### src/rtl/ppt_input_conditioner_if.sv
`default_nettype none
// ============================================================================
// Module      : ppt_input_conditioner_if
// Description : Signal bundle between the input conditioner and the
//               presentation-controller FSM that consumes its events.
//               master : the conditioner (drives levels, pulses, events)
//               slave  : the consumer/stimulus side (drives raw inputs,
//                        enable, pop and overflow clear)
// Signals     : ena, in_raw[WIDTH], evt_ready, clr_overflow     (to master)
//               level_out, rise_pulse, fall_pulse [WIDTH],
//               evt_valid, evt_data[CH_W:0], evt_overflow         (from master)
// Revision    : 1.0 - initial release
// ============================================================================
interface ppt_input_conditioner_if #(
    parameter int WIDTH = 8
);
    localparam int CH_W = $clog2(WIDTH);

    logic             ena;
    logic [WIDTH-1:0] in_raw;
    logic             evt_ready;
    logic             clr_overflow;

    logic [WIDTH-1:0] level_out;
    logic [WIDTH-1:0] rise_pulse;
    logic [WIDTH-1:0] fall_pulse;
    logic             evt_valid;
    logic [CH_W:0]    evt_data;
    logic             evt_overflow;

    modport master (
        input  ena, in_raw, evt_ready, clr_overflow,
        output level_out, rise_pulse, fall_pulse, evt_valid, evt_data, evt_overflow
    );

    modport slave (
        output ena, in_raw, evt_ready, clr_overflow,
        input  level_out, rise_pulse, fall_pulse, evt_valid, evt_data, evt_overflow
    );
endinterface
`default_nettype wire

### src/rtl/ppt_input_conditioner.sv
`default_nettype none
// ============================================================================
// Module      : ppt_input_conditioner
// Description : Per-channel synchronizer + debouncer for WIDTH raw button /
//               switch lines. Produces debounced levels, one-cycle rise/fall
//               pulses and a show-ahead event FIFO ({pol, ch}, pol=1 = rise)
//               fed by a lowest-channel-first arbiter over pending flags.
// Ports       : clk    - single clock, rising edge
//               rst_n  - asynchronous active-low reset
//               bus    - ppt_input_conditioner_if.master (ena, in_raw,
//                        level_out, rise/fall_pulse, evt_valid/data/ready,
//                        evt_overflow, clr_overflow)
// Revision    : 1.0 - initial release
// ============================================================================
module ppt_input_conditioner #(
    parameter int   WIDTH           = 8,
    parameter int   SYNC_STAGES     = 2,
    parameter int   DEBOUNCE_CYCLES = 1000,
    parameter int   FIFO_DEPTH      = 4,
    parameter logic RESET_LEVEL     = 1'b0
) (
    input  logic                     clk,
    input  logic                     rst_n,
    ppt_input_conditioner_if.master  bus
);
    localparam int CH_W  = $clog2(WIDTH);
    localparam int CNT_W = (DEBOUNCE_CYCLES > 1) ? $clog2(DEBOUNCE_CYCLES) : 1;
    localparam int PTR_W = $clog2(FIFO_DEPTH);
    localparam logic [CNT_W-1:0] CNT_MAX   = CNT_W'(DEBOUNCE_CYCLES - 1);
    localparam logic [PTR_W:0]   FIFO_FULL = (PTR_W+1)'(FIFO_DEPTH);

    // ------------------------------------------------------------------
    // Synchronizer chain: free-running, independent of ena
    // ------------------------------------------------------------------
    logic [WIDTH-1:0] sync_q [SYNC_STAGES];
    logic [WIDTH-1:0] sync_s;

    always_ff @(posedge clk or negedge rst_n) begin
        if (!rst_n) begin
            for (int i = 0; i < SYNC_STAGES; i++) begin
                sync_q[i] <= {WIDTH{RESET_LEVEL}};
            end
        end else begin
            sync_q[0] <= bus.in_raw;
            for (int i = 1; i < SYNC_STAGES; i++) begin
                sync_q[i] <= sync_q[i-1];
            end
        end
    end

    assign sync_s = sync_q[SYNC_STAGES-1];

    // ------------------------------------------------------------------
    // Debounce: accept a change only after DEBOUNCE_CYCLES consecutive
    // cycles of disagreement with the current level.
    // ------------------------------------------------------------------
    logic [WIDTH-1:0] level_q;
    logic [WIDTH-1:0] flip;

    for (genvar c = 0; c < WIDTH; c++) begin : g_ch
        logic [CNT_W-1:0] cnt_q;
        logic [CNT_W-1:0] cnt_d;
        logic             flip_c;

        always_comb begin
            cnt_d  = cnt_q;
            flip_c = 1'b0;
            if (bus.ena) begin
                if (sync_s[c] == level_q[c]) begin
                    cnt_d = '0;
                end else if (cnt_q == CNT_MAX) begin
                    cnt_d  = '0;
                    flip_c = 1'b1;
                end else begin
                    cnt_d = cnt_q + 1'b1;
                end
            end
        end

        always_ff @(posedge clk or negedge rst_n) begin
            if (!rst_n) begin
                cnt_q <= '0;
            end else begin
                cnt_q <= cnt_d;
            end
        end

        assign flip[c] = flip_c;
    end

    // The new level equals the synchronized value at the flip, so the
    // flip polarity comes straight from sync_s. flip is already gated by
    // ena, which also forces the pulses low while frozen.
    logic [WIDTH-1:0] flip_rise;
    logic [WIDTH-1:0] flip_fall;

    assign flip_rise = flip &  sync_s;
    assign flip_fall = flip & ~sync_s;

    // ------------------------------------------------------------------
    // Arbiter over pending flags: lowest channel wins, rise before fall
    // ------------------------------------------------------------------
    logic [WIDTH-1:0] pend_rise_q, pend_rise_d;
    logic [WIDTH-1:0] pend_fall_q, pend_fall_d;
    logic             any_pend;
    logic [CH_W-1:0]  sel_ch;
    logic             sel_pol;

    always_comb begin
        any_pend = 1'b0;
        sel_ch   = '0;
        sel_pol  = 1'b0;
        // Scan downward so the last hit (lowest index) wins.
        for (int i = WIDTH - 1; i >= 0; i--) begin
            if (pend_rise_q[i] || pend_fall_q[i]) begin
                any_pend = 1'b1;
                sel_ch   = CH_W'(i);
                sel_pol  = pend_rise_q[i];
            end
        end
    end

    // ------------------------------------------------------------------
    // Event FIFO control
    // ------------------------------------------------------------------
    logic [CH_W:0]    mem_q [FIFO_DEPTH];
    logic [PTR_W-1:0] wr_q;
    logic [PTR_W-1:0] rd_q;
    logic [PTR_W:0]   count_q;
    logic             fifo_empty;
    logic             fifo_full;
    logic             pop;
    logic             push;
    logic [WIDTH-1:0] sel_onehot;
    logic [WIDTH-1:0] clr_rise;
    logic [WIDTH-1:0] clr_fall;
    logic             ovf_set;
    logic             ovf_q;

    assign fifo_empty = (count_q == '0);
    assign fifo_full  = (count_q == FIFO_FULL);
    assign pop        = !fifo_empty && bus.evt_ready;
    // A pop frees a slot in the same cycle, so a full FIFO still accepts.
    assign push       = bus.ena && any_pend && (!fifo_full || pop);

    assign sel_onehot = WIDTH'(1) << sel_ch;
    assign clr_rise   = {WIDTH{push &&  sel_pol}} & sel_onehot;
    assign clr_fall   = {WIDTH{push && !sel_pol}} & sel_onehot;

    // A flip onto a flag that survives this cycle cannot be recorded.
    assign ovf_set = |(flip_rise & pend_rise_q & ~clr_rise) |
                     |(flip_fall & pend_fall_q & ~clr_fall);

    assign pend_rise_d = flip_rise | (pend_rise_q & ~clr_rise);
    assign pend_fall_d = flip_fall | (pend_fall_q & ~clr_fall);

    // ------------------------------------------------------------------
    // Level, pulse, pending and overflow registers
    // ------------------------------------------------------------------
    logic [WIDTH-1:0] rise_q;
    logic [WIDTH-1:0] fall_q;

    always_ff @(posedge clk or negedge rst_n) begin
        if (!rst_n) begin
            level_q     <= {WIDTH{RESET_LEVEL}};
            rise_q      <= '0;
            fall_q      <= '0;
            pend_rise_q <= '0;
            pend_fall_q <= '0;
            ovf_q       <= 1'b0;
        end else begin
            level_q     <= level_q ^ flip;
            rise_q      <= flip_rise;
            fall_q      <= flip_fall;
            pend_rise_q <= pend_rise_d;
            pend_fall_q <= pend_fall_d;
            ovf_q       <= ovf_set | (ovf_q & ~bus.clr_overflow);
        end
    end

    // ------------------------------------------------------------------
    // FIFO storage (pointers wrap naturally: depth is a power of two)
    // ------------------------------------------------------------------
    always_ff @(posedge clk or negedge rst_n) begin
        if (!rst_n) begin
            for (int i = 0; i < FIFO_DEPTH; i++) begin
                mem_q[i] <= '0;
            end
            wr_q    <= '0;
            rd_q    <= '0;
            count_q <= '0;
        end else begin
            if (push) begin
                mem_q[wr_q] <= {sel_pol, sel_ch};
                wr_q        <= wr_q + 1'b1;
            end
            if (pop) begin
                rd_q <= rd_q + 1'b1;
            end
            if (push && !pop) begin
                count_q <= count_q + 1'b1;
            end else if (pop && !push) begin
                count_q <= count_q - 1'b1;
            end
        end
    end

    // ------------------------------------------------------------------
    // Outputs
    // ------------------------------------------------------------------
    assign bus.level_out    = level_q;
    assign bus.rise_pulse   = rise_q;
    assign bus.fall_pulse   = fall_q;
    assign bus.evt_valid    = !fifo_empty;
    assign bus.evt_data     = fifo_empty ? '0 : mem_q[rd_q];
    assign bus.evt_overflow = ovf_q;

endmodule
`default_nettype wire
### src/flat_wrapper.sv
// flat-port wrapper written by rule: the top's interface ports become plain ports
module ppt_input_conditioner_flat 
#(
    parameter int   WIDTH           = 8,
    parameter int   SYNC_STAGES     = 2,
    parameter int   DEBOUNCE_CYCLES = 1000,
    parameter int   FIFO_DEPTH      = 4,
    parameter logic RESET_LEVEL     = 1'b0
)
  (clk, rst_n, bus_ena, bus_in_raw, bus_evt_ready, bus_clr_overflow, bus_level_out, bus_rise_pulse, bus_fall_pulse, bus_evt_valid, bus_evt_data, bus_evt_overflow);
  ppt_input_conditioner_if #(.WIDTH(WIDTH)) bus_i ();
  input  logic clk;
  input  logic rst_n;
  input wire logic [$bits(bus_i.ena)-1:0] bus_ena;
  input wire logic [$bits(bus_i.in_raw)-1:0] bus_in_raw;
  input wire logic [$bits(bus_i.evt_ready)-1:0] bus_evt_ready;
  input wire logic [$bits(bus_i.clr_overflow)-1:0] bus_clr_overflow;
  output wire logic [$bits(bus_i.level_out)-1:0] bus_level_out;
  output wire logic [$bits(bus_i.rise_pulse)-1:0] bus_rise_pulse;
  output wire logic [$bits(bus_i.fall_pulse)-1:0] bus_fall_pulse;
  output wire logic [$bits(bus_i.evt_valid)-1:0] bus_evt_valid;
  output wire logic [$bits(bus_i.evt_data)-1:0] bus_evt_data;
  output wire logic [$bits(bus_i.evt_overflow)-1:0] bus_evt_overflow;
  assign bus_i.ena = bus_ena;
  assign bus_i.in_raw = bus_in_raw;
  assign bus_i.evt_ready = bus_evt_ready;
  assign bus_i.clr_overflow = bus_clr_overflow;
  assign bus_level_out = bus_i.level_out;
  assign bus_rise_pulse = bus_i.rise_pulse;
  assign bus_fall_pulse = bus_i.fall_pulse;
  assign bus_evt_valid = bus_i.evt_valid;
  assign bus_evt_data = bus_i.evt_data;
  assign bus_evt_overflow = bus_i.evt_overflow;
  ppt_input_conditioner #(.WIDTH(WIDTH), .SYNC_STAGES(SYNC_STAGES), .DEBOUNCE_CYCLES(DEBOUNCE_CYCLES), .FIFO_DEPTH(FIFO_DEPTH), .RESET_LEVEL(RESET_LEVEL)) u_core (.clk(clk), .rst_n(rst_n), .bus(bus_i));
endmodule
### config.mk
export PLATFORM = sky130hd
export DESIGN_NAME = ppt_input_conditioner_flat
export DESIGN_NICKNAME = d
export VERILOG_FILES = /design/src/rtl/ppt_input_conditioner_if.sv /design/src/rtl/ppt_input_conditioner.sv /design/src/flat_wrapper.sv
export SDC_FILE = /design/constraint.sdc
export NUM_CORES = 1
export LEC_CHECK = 0
export CAP_MARGIN = 20
export CORE_MARGIN = 5
export CORE_UTILIZATION = 50
export DETAILED_ROUTE_END_ITERATION = 8
export PLACE_DENSITY_LB_ADDON = 0.05
export SYNTH_ARGS = -nofsm -noshare
export SYNTH_HDL_FRONTEND = slang
export SYNTH_SLANG_ARGS = --single-unit
### constraint.sdc
create_clock -name clk -period 2.4 [get_ports clk]
set_input_delay 0.48 -clock clk [delete_from_list [all_inputs] [get_ports clk]]
set_output_delay 0.48 -clock clk [all_outputs]
set_load 0.02 [all_outputs]
==> run_results.csv <==
group,metric,value,unit
logic_synthesis,ys_types,60,
worst_setup_path,worstSetupEndpointType,"flip-flop",
floorplanning,die_w,134,microns
drt,ant_nets,0,
logic_synthesis,post-synth-top-area-cell,"dfrtp_1",
drt,post_drt_wl_per_cell,16.0,microns
global_route,first_global_vias,5801,
worst_setup_path,reg2reg_depth,8,
drt,avgViaCountPerCell,5.61,
cts,clk_latency,420,ps
finish,ff_latch_area,0.00401,sq mm
finish,final_cell_area,0.00954,sq mm
logic_synthesis,synth_top_area_share,0.520,
logic_synthesis,yosysWarnings,0,
worst_hold_path,min_path_type,"primary input to asynchronous set/reset pin",
status,violations,"setup timing",
global_route,grt_max_degree,63,
timing,fin_crit,2620,ps
timing,worst_slack,-221,ps
timing,finalClockSkew,8.27,ps
worst_setup_path,critical_path_required,2670,ps
power_and_ir_drop,peakVddDrop,0.000543,V
floorplanning,die_area,0.0180,sq mm
worst_setup_path,worst_setup_path_start_kind,"flip-flop",
finish,final_nets,889,
timing,whs,26.6,ps
logic_synthesis,syn_area,0.00770,sq mm
floorplanning,num_rows,45,
global_route,groute.layer.met3.usage,0.0443,
logic_synthesis,async_flop_share,1.00,
cts,htree_levels,4,
placement,dp_cells,1025,
cts,cts-buffers-inserted,17,
cts,ctsHoldBuffers,0,
cts,cts_tree,"yes",
timing,hold_viol_final,0,
drt,wl,17000,microns
global_route,antenna_found_initial,0,
drt,first_pass_iters,5,
logic_synthesis,synth_nets,800,
finish,multi_input_area,0.00366,sq mm
timing,worstMarginPinSlew,635,ps
cts,clkSinkCount,160,
floorplanning,initial_core_util,0.508,
global_route,grt_overflow_total,0,
power_and_ir_drop,power_density,789,mW/mm^2
cts,ctsRootBufferMaster,"clkbuf_16",
timing,slew_headroom,0.577,
cts,clk_pin_slew,60,ps
power_and_ir_drop,p_leak,4.33,nW
cts,clockBufferDepth,2,
logic_synthesis,seq_area_frac_synth,0.520,
global_route,use_met2,0.306,
drt,drt_iter0_drc,413,
logic_synthesis,synth_edf_count,0,
status,status,"finished, violations left",
global_route,grt_pass1_wl,28400,microns
placement,post-place-ws,-215,ps
worst_setup_path,crit-reg2reg-launch,"u_core.pend_rise_q[5]",
placement,place_congestion,0.953,
timing,setup_tns,-221,ps
timing,fmax,0.382,GHz
worst_setup_path,cp.arrival,2900,ps
worst_setup_path,critPathKind,"flip-flop to flip-flop",
job,drv_cap,0,
floorplanning,pin_count,43,
drt,remaining_drc_errors,0,
finish,syn_to_final_growth,23.9,%
timing,drv_slew,0,
floorplanning,core_area,0.0151,sq mm
placement,place_hpwl,11800,microns
logic_synthesis,synth_area_leaders,"dfrtp_1 52%, nand2_1 5.1%, o21ai_0 4.4%, mux2_2 3.5%, nand3_1 2.9%",
worst_setup_path,reg2reg_slack,-220,ps
finish,final.fill_count,1218,
timing,setup_viol,1,
logic_synthesis,ys.flop_type,"dfrtp_1",
global_route,grt_usage,0.194,
worst_setup_path,reg2reg_to,"u_core.bus.evt_overflow",
finish,drive_gt1_frac,0.184,
drt,vias,5963,
logic_synthesis,synth_cells,773,
placement,portBuffers,42,
placement,postPlaceCellArea,0.00865,sq mm
timing,rsz0062_at_grt,"yes",
floorplanning,die_y,134,microns
worst_setup_path,crit_start,"u_core.pend_rise_q[5]",
finish,n_antenna_cell,0,
global_route,top_usage_layer,"met2",
logic_synthesis,ys_seq_elements,160,
timing,post-route-period-util,1.09,
logic_synthesis,synth_area_per_cell,9.96,sq um
worst_setup_path,cp-endpoint,"u_core.bus.evt_overflow",
global_route,grt_use_met1,0.275,
worst_setup_path,path_max_fanout,5,
finish,instances_no_fill,1063,
==> flip-flops by register name (all words and copies together), names as in the netlist <==
register	cells
u_core.wr_q	2
u_core.rd_q	2
u_core.bus.level_out	8
u_core.bus.rise_pulse	8
u_core.bus.evt_overflow	1
u_core.pend_fall_q	8
u_core.mem_q	16
u_core.sync_s	8
u_core.g_ch.cnt_q	80
u_core.count_q	3
u_core.bus.fall_pulse	8
u_core.sync_q	8
u_core.pend_rise_q	8
==> cell usage after synthesis, types with 5 or more instances <==
cell type    n
and3_1      19
nand3_1     44
xnor2_1     21
nor2_1      51
nand2b_1    17
or2_2        5
nor3b_1      7
and2_1      10
nand4_1     15
dfrtp_1    160
nand2_1    104
nand4b_1     5
a21bo_2      7
o41ai_1      8
ha_1        13
xor2_1      15
clkbuf_1    17
o31ai_1     22
mux2_2      24
a21o_1       5
o22ai_1      5
nor3_1       7
inv_1       43
o21ai_0     67
nor4_1      11
a21oi_1     12
==> cells by family (layout without fill, tap and decap cells) <==
logic type                 count (synthesis)  count (layout)  share of synthesized area
buffers and inverters                     66             167                     0.0332
xor gates and xnor gates                  36              36                     0.0410
muxes                                     29              29                     0.0481
and+or+nand+nor                          321             321                      0.210
AOI/OAI and AO/OA                        147             148                      0.124
adders and majority gates                 14              14                     0.0237
DFF                                      160             160                      0.520
==> per-stage QoR <==
| step | power (mW) | util |
|---|---|---|
| 2_1_floorplan | 3.99 | - |
| 3_3_place_gp | 4.40 | 0.571 |
| 3_5_place_dp | 4.48 | 0.571 |
| 4_1_cts | 7.55 | 0.621 |
| 5_1_grt | 7.88 | 0.630 |
| 6_report | 7.53 | 0.630 |
==> how the worst min path moves through the flow <==
stage / from / endpoint / depth (start not counted) / slack [ps]
after CTS: rst_n / u_core.g_ch[5].cnt_q[6] / 1 / 60
after floorplan: rst_n / u_core.bus.evt_overflow / 0 / 180
after detailed placement: u_core.sync_q[14] / u_core.sync_s[6] / 0 / 340
final: rst_n / u_core.g_ch[5].cnt_q[2] / 1 / 30
after global routing: rst_n / u_core.g_ch[0].cnt_q[4] / 1 / 90
after global placement: u_core.sync_q[11] / u_core.sync_s[3] / 0 / 330
==> cell usage in the layout, fill, tap and decap left out, types with 5 or more instances in the layout <==
master           instances
dfrtp_1                157
nand2_1                104
o21ai_0                 66
nor2_1                  51
nand3_1                 44
buf_4                   44
inv_1                   41
clkdlybuf4s50_1         35
mux2_2                  24
xnor2_1                 21
o31ai_1                 20
and3_1                  19
nand2b_1                17
clkbuf_16               17
nand4_1                 15
xor2_1                  15
a21oi_1                 12
ha_1                    12
and2_1                  10
nor3_1                   7
a21bo_2                  7
nor4_1                   6
nor3b_1                  6
inv_2                    5
nand4b_1                 5
or2_2                    5
a21o_1                   5
o22ai_1                  5
bufinv_16                5
==> critical path: stages, from the launching register on <==
cell and delay [ps]:
dfrtp_1 480, nor4_1 440, o31a_1 320, o2111ai_1 250
buf_4 220, a31oi_1 160, o221ai_1 160, nor4_2 300
o211ai_1 150
==> layout make-up <==
class | instances | share of cell area
Timing Repair Buffer | 89 | 0.0838
Inverter | 46 | 0.0181
Sequential cell | 160 | 0.420
Clock inverter | 15 | 0.0241
Clock buffer | 17 | 0.0446
Tap cell | 188 | 0.0247
Multi-Input combinational cell | 548 | 0.384
==> repair_timing <==
action	4_1_cts	5_1_grt
resized for setup	22	24
pin swaps	1	5
setup endpoints to repair	7	6
gates cloned	0	1
setup buffers	3	2
==> power breakdown <==
| part | switching [mW] | internal, mW | total [mW] |
|---|---|---|---|
| Combinational | 0.728 | 0.633 | 1.36 |
| Sequential | 0.231 | 2.94 | 3.18 |
| Clock | 1.13 | 1.86 | 2.99 |
==> per-layer routing <==
| layer | vias to the layer above | routed length (microns) | part of all wire |
|---|---|---|---|
| met5 | - | 0 | 0 |
| met3 | 17 | 698 | 0.041 |
| met4 | 0 | 150 | 0.0088 |
| met2 | 126 | 8130 | 0.48 |
| met1 | 2912 | 8030 | 0.47 |
| li1 | 2908 | - | - |
Power figures use the tool's default switching activity.
